File: config.mk
export PLATFORM = sky130hd
export DESIGN_NAME = morse_letter_fifo_producer
export DESIGN_NICKNAME = d
export VERILOG_FILES = /design/src/rtl/morse_letter_fifo_producer.sv
export SDC_FILE = /design/constraint.sdc
export NUM_CORES = 1
export LEC_CHECK = 0
export BUFFER_PORTS_ARGS = -buffer_cell sky130_fd_sc_hd__buf_2
export CAP_MARGIN = 20
export CELL_PAD_IN_SITES_DETAIL_PLACEMENT = 2
export CELL_PAD_IN_SITES_GLOBAL_PLACEMENT = 2
export CORE_AREA = 2 2 102 104
export CTS_BUF_LIST = sky130_fd_sc_hd__clkbuf_4
export DETAILED_ROUTE_END_ITERATION = 12
export DIE_AREA = 0 0 104 106
export GPL_ROUTABILITY_DRIVEN = 1
export PLACE_DENSITY_LB_ADDON = 0.3
export SKIP_LAST_GASP = 1
export SYNTH_ARGS = -nofsm -noshare
export SYNTH_HDL_FRONTEND = slang
export SYNTH_SLANG_ARGS = --single-unit
File: constraint.sdc
create_clock -name clk -period 3 [get_ports clk]
set_input_delay 0.15 -clock clk [delete_from_list [all_inputs] [get_ports clk]]
set_output_delay 0.15 -clock clk [all_outputs]
set_load 0.05 [all_outputs]
File: src/rtl/morse_letter_fifo_producer.sv
// Morse letter producer: tick-sampled button edges assemble dot/dash letters,
// which are queued with word gaps in a show-ahead valid/ready FIFO.
module morse_letter_fifo_producer #(
    parameter int MAX_SYMBOLS = 5,
    parameter int CLK_DIV     = 10,
    parameter int FIFO_DEPTH  = 4
) (
    input  logic                               clk,
    input  logic                               Reset,
    input  logic                               Dot,
    input  logic                               Dash,
    input  logic                               Space,
    input  logic                               EndSeq,
    input  logic                               Clear,
    output logic [2*MAX_SYMBOLS-1:0]           out_bits,
    output logic [$clog2(MAX_SYMBOLS+1)-1:0]   out_len,
    output logic                               spa_end,
    output logic                               out_valid,
    input  logic                               out_ready,
    output logic                               sent,
    output logic                               sym_drop,
    output logic                               overflow
);
    localparam int BW = 2 * MAX_SYMBOLS;
    localparam int LW = $clog2(MAX_SYMBOLS + 1);
    localparam int CW = (CLK_DIV > 1) ? $clog2(CLK_DIV) : 1;
    localparam int AW = $clog2(FIFO_DEPTH);
    localparam int PW = AW + 1;
    localparam int EW = BW + LW + 1;

    typedef enum logic [1:0] {S_IDLE = 2'd0, S_BUILD = 2'd1, S_FULL = 2'd2} state_e;

    logic [CW-1:0] div_q, div_d;
    logic          tick_s;
    logic [4:0]    lvl_s, prev_q, prev_d, ev_s;
    state_e        state_q, state_d;
    logic [LW-1:0] len_q, len_d;
    logic [BW-1:0] bits_q, bits_d;
    logic          push_req_s, push_spa_s, add_s, drop_s, clr_s, push_ok_s, pop_s;
    logic [1:0]    code_s;
    logic [EW-1:0] mem_q [FIFO_DEPTH];
    logic [PW-1:0] wr_q, rd_q;
    logic          full_s, empty_s;
    logic [EW-1:0] head_s;
    logic          sent_q, drop_q, ovf_q, ovf_d;

    assign tick_s = (div_q == CW'(CLK_DIV - 1));
    assign lvl_s  = {Clear, EndSeq, Space, Dash, Dot};

    // Sample divider and rising-edge detection on tick.
    always_comb begin
        if (tick_s) begin
            div_d  = '0;
            prev_d = lvl_s;
            ev_s   = lvl_s & ~prev_q;
        end else begin
            div_d  = div_q + CW'(1);
            prev_d = prev_q;
            ev_s   = 5'b00000;
        end
    end

    assign empty_s   = (wr_q == rd_q);
    assign full_s    = ((wr_q - rd_q) == PW'(FIFO_DEPTH));
    assign pop_s     = ~empty_s & out_ready;
    assign push_ok_s = push_req_s & (~full_s | pop_s);

    // Assembly FSM: state register.
    always_ff @(posedge clk or negedge Reset) begin
        if (!Reset) begin
            state_q <= S_IDLE;
            len_q   <= '0;
            bits_q  <= '0;
        end else begin
            state_q <= state_d;
            len_q   <= len_d;
            bits_q  <= bits_d;
        end
    end

    // Assembly FSM: output decode with Clear > EndSeq > Space > Dash > Dot priority.
    always_comb begin
        push_req_s = 1'b0;
        push_spa_s = 1'b0;
        add_s      = 1'b0;
        drop_s     = 1'b0;
        clr_s      = 1'b0;
        code_s     = 2'b00;
        if (ev_s[4]) begin
            clr_s = 1'b1;
        end else if (ev_s[3]) begin
            push_req_s = (state_q != S_IDLE);
        end else if (ev_s[2]) begin
            push_req_s = 1'b1;
            push_spa_s = 1'b1;
        end else if (ev_s[1] || ev_s[0]) begin
            code_s = ev_s[1] ? 2'b10 : 2'b01;
            if (state_q == S_FULL) begin
                drop_s = 1'b1;
            end else begin
                add_s = 1'b1;
            end
        end else begin
            code_s = 2'b00;
        end
    end

    // Assembly FSM: next state; a rejected push leaves the letter intact for retry.
    always_comb begin
        state_d = state_q;
        len_d   = len_q;
        bits_d  = bits_q;
        if (clr_s || push_ok_s) begin
            state_d = S_IDLE;
            len_d   = '0;
            bits_d  = '0;
        end else if (add_s) begin
            for (int i = 0; i < MAX_SYMBOLS; i++) begin
                if (len_q == LW'(i)) begin
                    bits_d[2*i +: 2] = code_s;
                end else begin
                    bits_d[2*i +: 2] = bits_q[2*i +: 2];
                end
            end
            len_d   = len_q + LW'(1);
            state_d = (len_q == LW'(MAX_SYMBOLS - 1)) ? S_FULL : S_BUILD;
        end else begin
            state_d = state_q;
        end
    end

    // Overflow is sticky until Clear.
    always_comb begin
        if (clr_s) begin
            ovf_d = 1'b0;
        end else if (push_req_s && !push_ok_s) begin
            ovf_d = 1'b1;
        end else begin
            ovf_d = ovf_q;
        end
    end

    // Divider, edge history, FIFO pointers/storage and status pulses.
    always_ff @(posedge clk or negedge Reset) begin
        if (!Reset) begin
            div_q  <= '0;
            prev_q <= 5'b00000;
            wr_q   <= '0;
            rd_q   <= '0;
            sent_q <= 1'b0;
            drop_q <= 1'b0;
            ovf_q  <= 1'b0;
            for (int i = 0; i < FIFO_DEPTH; i++) begin
                mem_q[i] <= '0;
            end
        end else begin
            div_q  <= div_d;
            prev_q <= prev_d;
            sent_q <= push_ok_s;
            drop_q <= drop_s;
            ovf_q  <= ovf_d;
            if (push_ok_s) begin
                mem_q[wr_q[AW-1:0]] <= {push_spa_s, len_q, bits_q};
                wr_q                <= wr_q + PW'(1);
            end
            if (pop_s) begin
                rd_q <= rd_q + PW'(1);
            end
        end
    end

    assign head_s = mem_q[rd_q[AW-1:0]];

    // Show-ahead head, forced to zero while empty.
    always_comb begin
        if (empty_s) begin
            out_bits = '0;
            out_len  = '0;
            spa_end  = 1'b0;
        end else begin
            out_bits = head_s[BW-1:0];
            out_len  = head_s[BW +: LW];
            spa_end  = head_s[EW-1];
        end
    end

    assign out_valid = ~empty_s;
    assign sent      = sent_q;
    assign sym_drop  = drop_q;
    assign overflow  = ovf_q;

endmodule

==> impl_metrics.ini, run 1 <==
[cts]
tritoncts_num_sinks = 89
cts_max_path_buffers = 2
post_cts_resize_count = 0
clock_latency_ns = 0.45
worst_setup_hold_path_clk_slew_ns = 0.13
cts_tree = done
htree_levels = 3
clockRootBuffer = clkbuf_4
cts_inserted_buffers = 9

[worst_setup_path]
critPathRequiredTime_ns = 2.85
cp_num_buf_inv = 2
worstSetupPathType = reg -> out
cp_max_fanout = 17
path_delay_family = simple AND/OR/NAND/NOR gates
cp_cell_sequence = inv_1, ha_1, nand3_1, and2_1, buf_2
critPathCaptureType = primary output
cpMaxStageDelayCell = nand3_1
critPathMaxStageDelay_ns = 0.54
ff2ff_setup_slack_ns = 0.57
startpoint_type = register
worst_ep_arrival_time_ns = 2.43

[timing]
report.final.setup_viol = 0
finalWorstPathRequiredPeriod_ns = 2.58
rsz0062_at_grt = no
timing.final.hold_violations = 0
slew_headroom_pct = 48.7
max_freq_mhz = 387
finalHoldWorstSlack_ns = 0.309
setup-tns-final_ns = 0
layout_worst_path_cycle_share_pct = 86.1
finClkSkew_ns = 0.0132
final-max-slew-violation-count = 0
worst_slew_pin_slew_ns = 0.770

[global_routing]
grt_antenna_before_repair = 0
grt_first_pass_wirelength_um = 17100
global_route.overflow_total = 0
global_route.usage.total_pct = 20.3
first_global_vias = 3089
largest_net_degree_at_the_start_of_global_routing = 60

[floorplan]
io_pins = 26
die_height_um = 106
die_width_um = 104
floorplan.initialDensity_pct = 43.9
die_area_mm2 = 0.0110
fp-row-count = 37
core_area_mm2 = 0.0100

[route]
drt_pre_antenna_iters = 4
routed_via_density = 5.35
detail-route-antenna-nets = 0
detail_route.drc_violations = 0
detailroute.via_count = 2650
routed_wire_length_per_instance_um = 20.3
first_iter_violations = 75
routed_wl_um = 10000

[synth]
netlist_instances = 316
postSynth.topFlopCell = dfrtp_1
yosys_warnings = 0
synth_nets = 336
postSynth.asyncResetShare_pct = 100
synthDominantCellAreaShare_pct = 50.7
postSynthRegisterBits = 89
yosys.cell_types.count = 42
synthTopCellsByCount = dfrtp_1, mux2_4, nand2_1
synth_area_per_cell_um2 = 13.9
post_synth_main_area_contributors = dfrtp_1, mux2_4, mux4_2
synth_top_family_by_area = multiplexers
synth-edff-count = 0
yosys-mux-area-fraction_pct = 26.6
synth_compound_area_share_pct = 3.33
synthSimpleGateAreaFrac_pct = 11.7
synthXorXnorAreaFrac_pct = 1.40
syn-cell-area_mm2 = 0.00439
synth.most_common_cell = dfrtp_1
synth_adder_area_share_pct = 3.42
largest_area_contributor_in_the_netlist = dfrtp_1
synth.yosys.seq_area_share_pct = 50.7

[final_layout]
finish.instance_area_mm2 = 0.00487
syn_to_final_growth_pct = 10.8
share_of_final_layout_standard_cells_stronger_than_drive_strength_1_pct = 33.7
final-instance-count-excl-fill = 495
final_nets = 374
number_of_antenna_repair_diodes = 0

[placed_design]
dp_cells = 472
dpl-instance-area_mm2 = 0.00466
io_buffer_count = 25
finalWeightedCongestion = 0.718
detailedPlacementHpwl_um = 6930

[outcome]
outcome = complete, no violations

[flow_run]
drv_cap = 0

[pwr]
power_density_mw_per_mm2 = 575
max-vdd-ir-drop_mv = 0.217
power_leakage_nw = 2.51
total_power_mw = 2.80

[min_path]
worst_hold_path_type = in -> async
-- through the flow --
stage / setup slack [ns] / utilization, %
2_1_floorplan: 0.318 / -
3_3_place_gp: 0.671 / 46.6
3_5_place_dp: 0.577 / 46.6
4_1_cts: 0.293 / 48.7
5_1_grt: 0.211 / 48.7
6_report: 0.418 / 48.7
-- placed cells by master, fill, tap and decap left out, types with 2 or more instances in the layout --
master         instances
o22ai_1                2
xnor2_1                6
nand2b_1               8
o21ai_0                2
mux2_2                18
clkinv_2               4
mux2_1                11
mux2_4                29
mux2i_1                9
and2_1                15
nand2_1               23
nand3b_4               2
nor2_4                 2
dfrtp_1               89
buf_2                 24
nand3_1                8
nand2_2                2
dlygate4sd3_1          7
mux4_2                14
clkbuf_4              10
nor2_1                10
and3_1                 3
ha_1                  12
inv_1                  9
nand4_1                4
nor2b_1                3
o211ai_1               3
nor3b_1                2
a22o_1                 2
a21oi_1                4
buf_4                  9
-- per-layer routing --
layer,vias to the layer above,GRT usage (%),share of wire (%)
li1,1198,-,-
met1,1407,26.2,45
met2,31,33.8,50
met3,14,4.41,2.2
met4,0,7.43,2.0
met5,-,0,0
-- state kept, by name (all words and copies together), names as in the netlist --
name	count
div_q	4
bits_q	10
prev_q	5
overflow	1
len_q	3
sym_drop	1
sent	1
wr_q	3
rd_q	3
mem_q	56
state_q	2
-- kinds of logic after synthesis --
logic type               Yosys count
AO/OA/AOI/OAI                     18
XOR/XNOR                           7
multiplexers                      81
flip-flops                        89
buffers and inverters             23
adder cells (fa/ha/maj)           12
AND/OR/NAND/NOR                   86
-- repair_timing --
action / 4_1_cts / 5_1_grt
hold buffers: 7 / 0
endpoints found under the hold margin: 64 / 0
buffers inserted: 0 / 0
-- final timing paths --
check | startpoint | endpoint | cells past startpoint
max | wr_q[0] | out_bits[1] | 5
min | Reset | mem_q[11] | 2
max reg2reg | wr_q[0] | mem_q[38] | 7
min reg2reg | prev_q[2] | prev_q[2] | 2
max in group asynchronous | Reset | mem_q[8] | 3
min in group clk | Clear | prev_q[4] | 4
-- cell type report --
cell class / instances / area, µm²
sequential: 89 / 2230
inverter: 10 / 37.5
clock buffer: 10 / 75.1
timing repair buffer: 40 / 258
multi-input combinational: 204 / 2040
tap: 136 / 170
fill: 992 / 5130
clock inverter: 6 / 58.8
-- where the power goes --
group	switching, mW	internal [mW]	leakage (nW)
Clock	0.413	0.260	0.0799
Sequential	0.0606	1.26	1.21
Combinational	0.500	0.307	1.22
Total	0.974	1.83	2.51
No activity file was read; power rests on OpenSTA's default activity.
==> run 2, diff against run 1 <==
--- a/config.mk
+++ b/config.mk
@@ -11,6 +11,7 @@
 export CELL_PAD_IN_SITES_GLOBAL_PLACEMENT = 2
 export CORE_AREA = 2 2 102 104
 export CTS_BUF_LIST = sky130_fd_sc_hd__clkbuf_4
+export CTS_CLUSTER_SIZE = 28
 export DETAILED_ROUTE_END_ITERATION = 12
 export DIE_AREA = 0 0 104 106
 export GPL_ROUTABILITY_DRIVEN = 1
==> constraint.sdc (replaced) <==
create_clock -name clk -period 3 [get_ports clk]
set_input_delay 0.15 -clock clk [delete_from_list [all_inputs] [get_ports clk]]
set_output_delay 0.15 -clock clk [all_outputs]
set_load 0.1 [all_outputs]
==> impl_metrics.ini, run 2 (synthesis gave the netlist of run 1 again) <==
[outcome]
outcome = complete, no violations

[flow_run]
drv_cap = 0

[pwr]
power_density_mw_per_mm2 = 583
max-vdd-ir-drop_mv = 0.267
power_leakage_nw = 2.49

[final_layout]
leading_registers_by_flop_count = mem_q: 56 flops, bits_q: 10 flops, prev_q: 5 flops
filler_cell_count = 978
mostFrequentLayoutCell = dfrtp_1
number_of_flip_flops_under_the_largest_register_name = 56
final_nets = 374
leading_cell_types_in_the_layout_fill_and_taps_excluded = dfrtp_1, mux2_4, buf_2
register_bank_with_the_most_flops = mem_q
syn_to_final_growth_pct = 10.6
share_of_final_layout_standard_cells_stronger_than_drive_strength_1_pct = 33.1

[worst_setup_path]
worst_ep_arrival_time_ns = 2.58
cp_max_fanout = 17
critPathCaptureType = primary output
cpMaxStageDelayCell = nand3_1
worstSetupPathType = reg -> out
critPathRequiredTime_ns = 2.85
critPathMaxStageDelay_ns = 0.55
cp_cell_sequence = inv_1, ha_1, nand3_1, and2_1, buf_2
path_delay_family = simple AND/OR/NAND/NOR gates
cp_num_buf_inv = 2
startpoint_type = register

[global_routing]
largest_net_degree_at_the_start_of_global_routing = 35
global_route.usage.total_pct = 20.5
grt_antenna_before_repair = 1
first_global_vias = 3030
grt_first_pass_wirelength_um = 17100
global_route.overflow_total = 0

[route]
routed_via_density = 5.25
detailroute.via_count = 2592
drt_pre_antenna_iters = 4
route.met2.wl_um = 5370
routed_wire_length_per_instance_um = 20.8
uppermost_signal_routing_layer_after_detailed_routing = met4
detail_route.drc_violations = 0
first_iter_violations = 45
detail-route-antenna-nets = 0
wl_met1_um = 4570
met3_wirelength_from_detailed_routing_um = 151
routed_wl_um = 10300

[timing]
timing.final.hold_violations = 0
max_freq_mhz = 367
setup-tns-final_ns = 0
slew_headroom_pct = 52.0
rsz0062_at_grt = no
final-max-slew-violation-count = 0
report.final.setup_viol = 0
layout_worst_path_cycle_share_pct = 90.9
worst_slew_pin_slew_ns = 0.714
finalWorstPathRequiredPeriod_ns = 2.73
finClkSkew_ns = 0.0142
finalHoldWorstSlack_ns = 0.158
worst_slack_ns = 0.274

[placed_design]
finalWeightedCongestion = 0.719
placement.setup.worst_slack_ns = 0.464
io_buffer_count = 25
detailedPlacementHpwl_um = 7190

[floorplan]
die_height_um = 106
floorplan.initialDensity_pct = 43.9
core_area_mm2 = 0.0100
die_area_mm2 = 0.0110
fp-row-count = 37
die_width_um = 104
io_pins = 26

[cts]
clock_latency_ns = 0.44
clockRootBuffer = clkbuf_4
post_cts.repair.setup_buffers = 0
cts_tree = done
htree_levels = 3
worst_setup_hold_path_clk_slew_ns = 0.13
tritoncts_num_sinks = 89
cts_inserted_buffers = 9
cts_max_path_buffers = 2

[min_path]
worst_hold_path_type = in -> async
[run 2: cell count changes in the layout (fill, tap and decap cells not counted), sizes merged]
cell / delta
clkinv: -3
clkinvlp: +1
diode: +1
[run 2: repair_timing]
action	4_1_cts	5_1_grt
endpoints found under the hold margin	31	0
resized for setup	0	0
hold buffers	7	0
[run 2: worst paths after layout]
path,startpoint,end,slack [ns],cells past startpoint
max,wr_q[0],out_bits[1],0.27,5
min,Reset,mem_q[41],0.16,2
max reg2reg,wr_q[0],mem_q[37],0.49,7
min reg2reg,prev_q[2],prev_q[2],0.49,2
max in group asynchronous,Reset,mem_q[5],2.08,3
min in group clk,Dash,prev_q[1],0.45,4
[run 2: power breakdown]
| part | internal (mW) | total (mW) | switching [mW] |
|---|---|---|---|
| logic | 0.304 | 0.869 | 0.565 |
| registers | 1.26 | 1.32 | 0.0605 |
| clock network | 0.251 | 0.647 | 0.396 |
[run 2: cell type report]
type	instances	area (µm²)	share of cell area, %
diodes	1	2.50	0.0515
clock buffers	10	75.1	1.55
clock inverters	4	46.3	0.953
inverters	10	37.5	0.773
multi-input cells	204	2040	42.0
flip-flops and latches	89	2230	45.9
well taps	136	170	3.50
repair buffers	40	258	5.31
[run 2: metrics by stage]
stage	instances	power, mW	util [%]	area, µm²
floorplan	316	1.99	-	4390
global placement	472	2.17	46.6	4660
detailed placement	472	2.22	46.6	4660
CTS	493	2.89	48.5	4850
global route	494	3.01	48.6	4860
finish	494	2.83	48.6	4860
[run 2: per-layer routing]
layer,vias to the layer above,track usage (%)
met5,-,0
met4,0,7.53
met3,10,2.58
met2,24,35.5
met1,1371,26.7
li1,1187,-
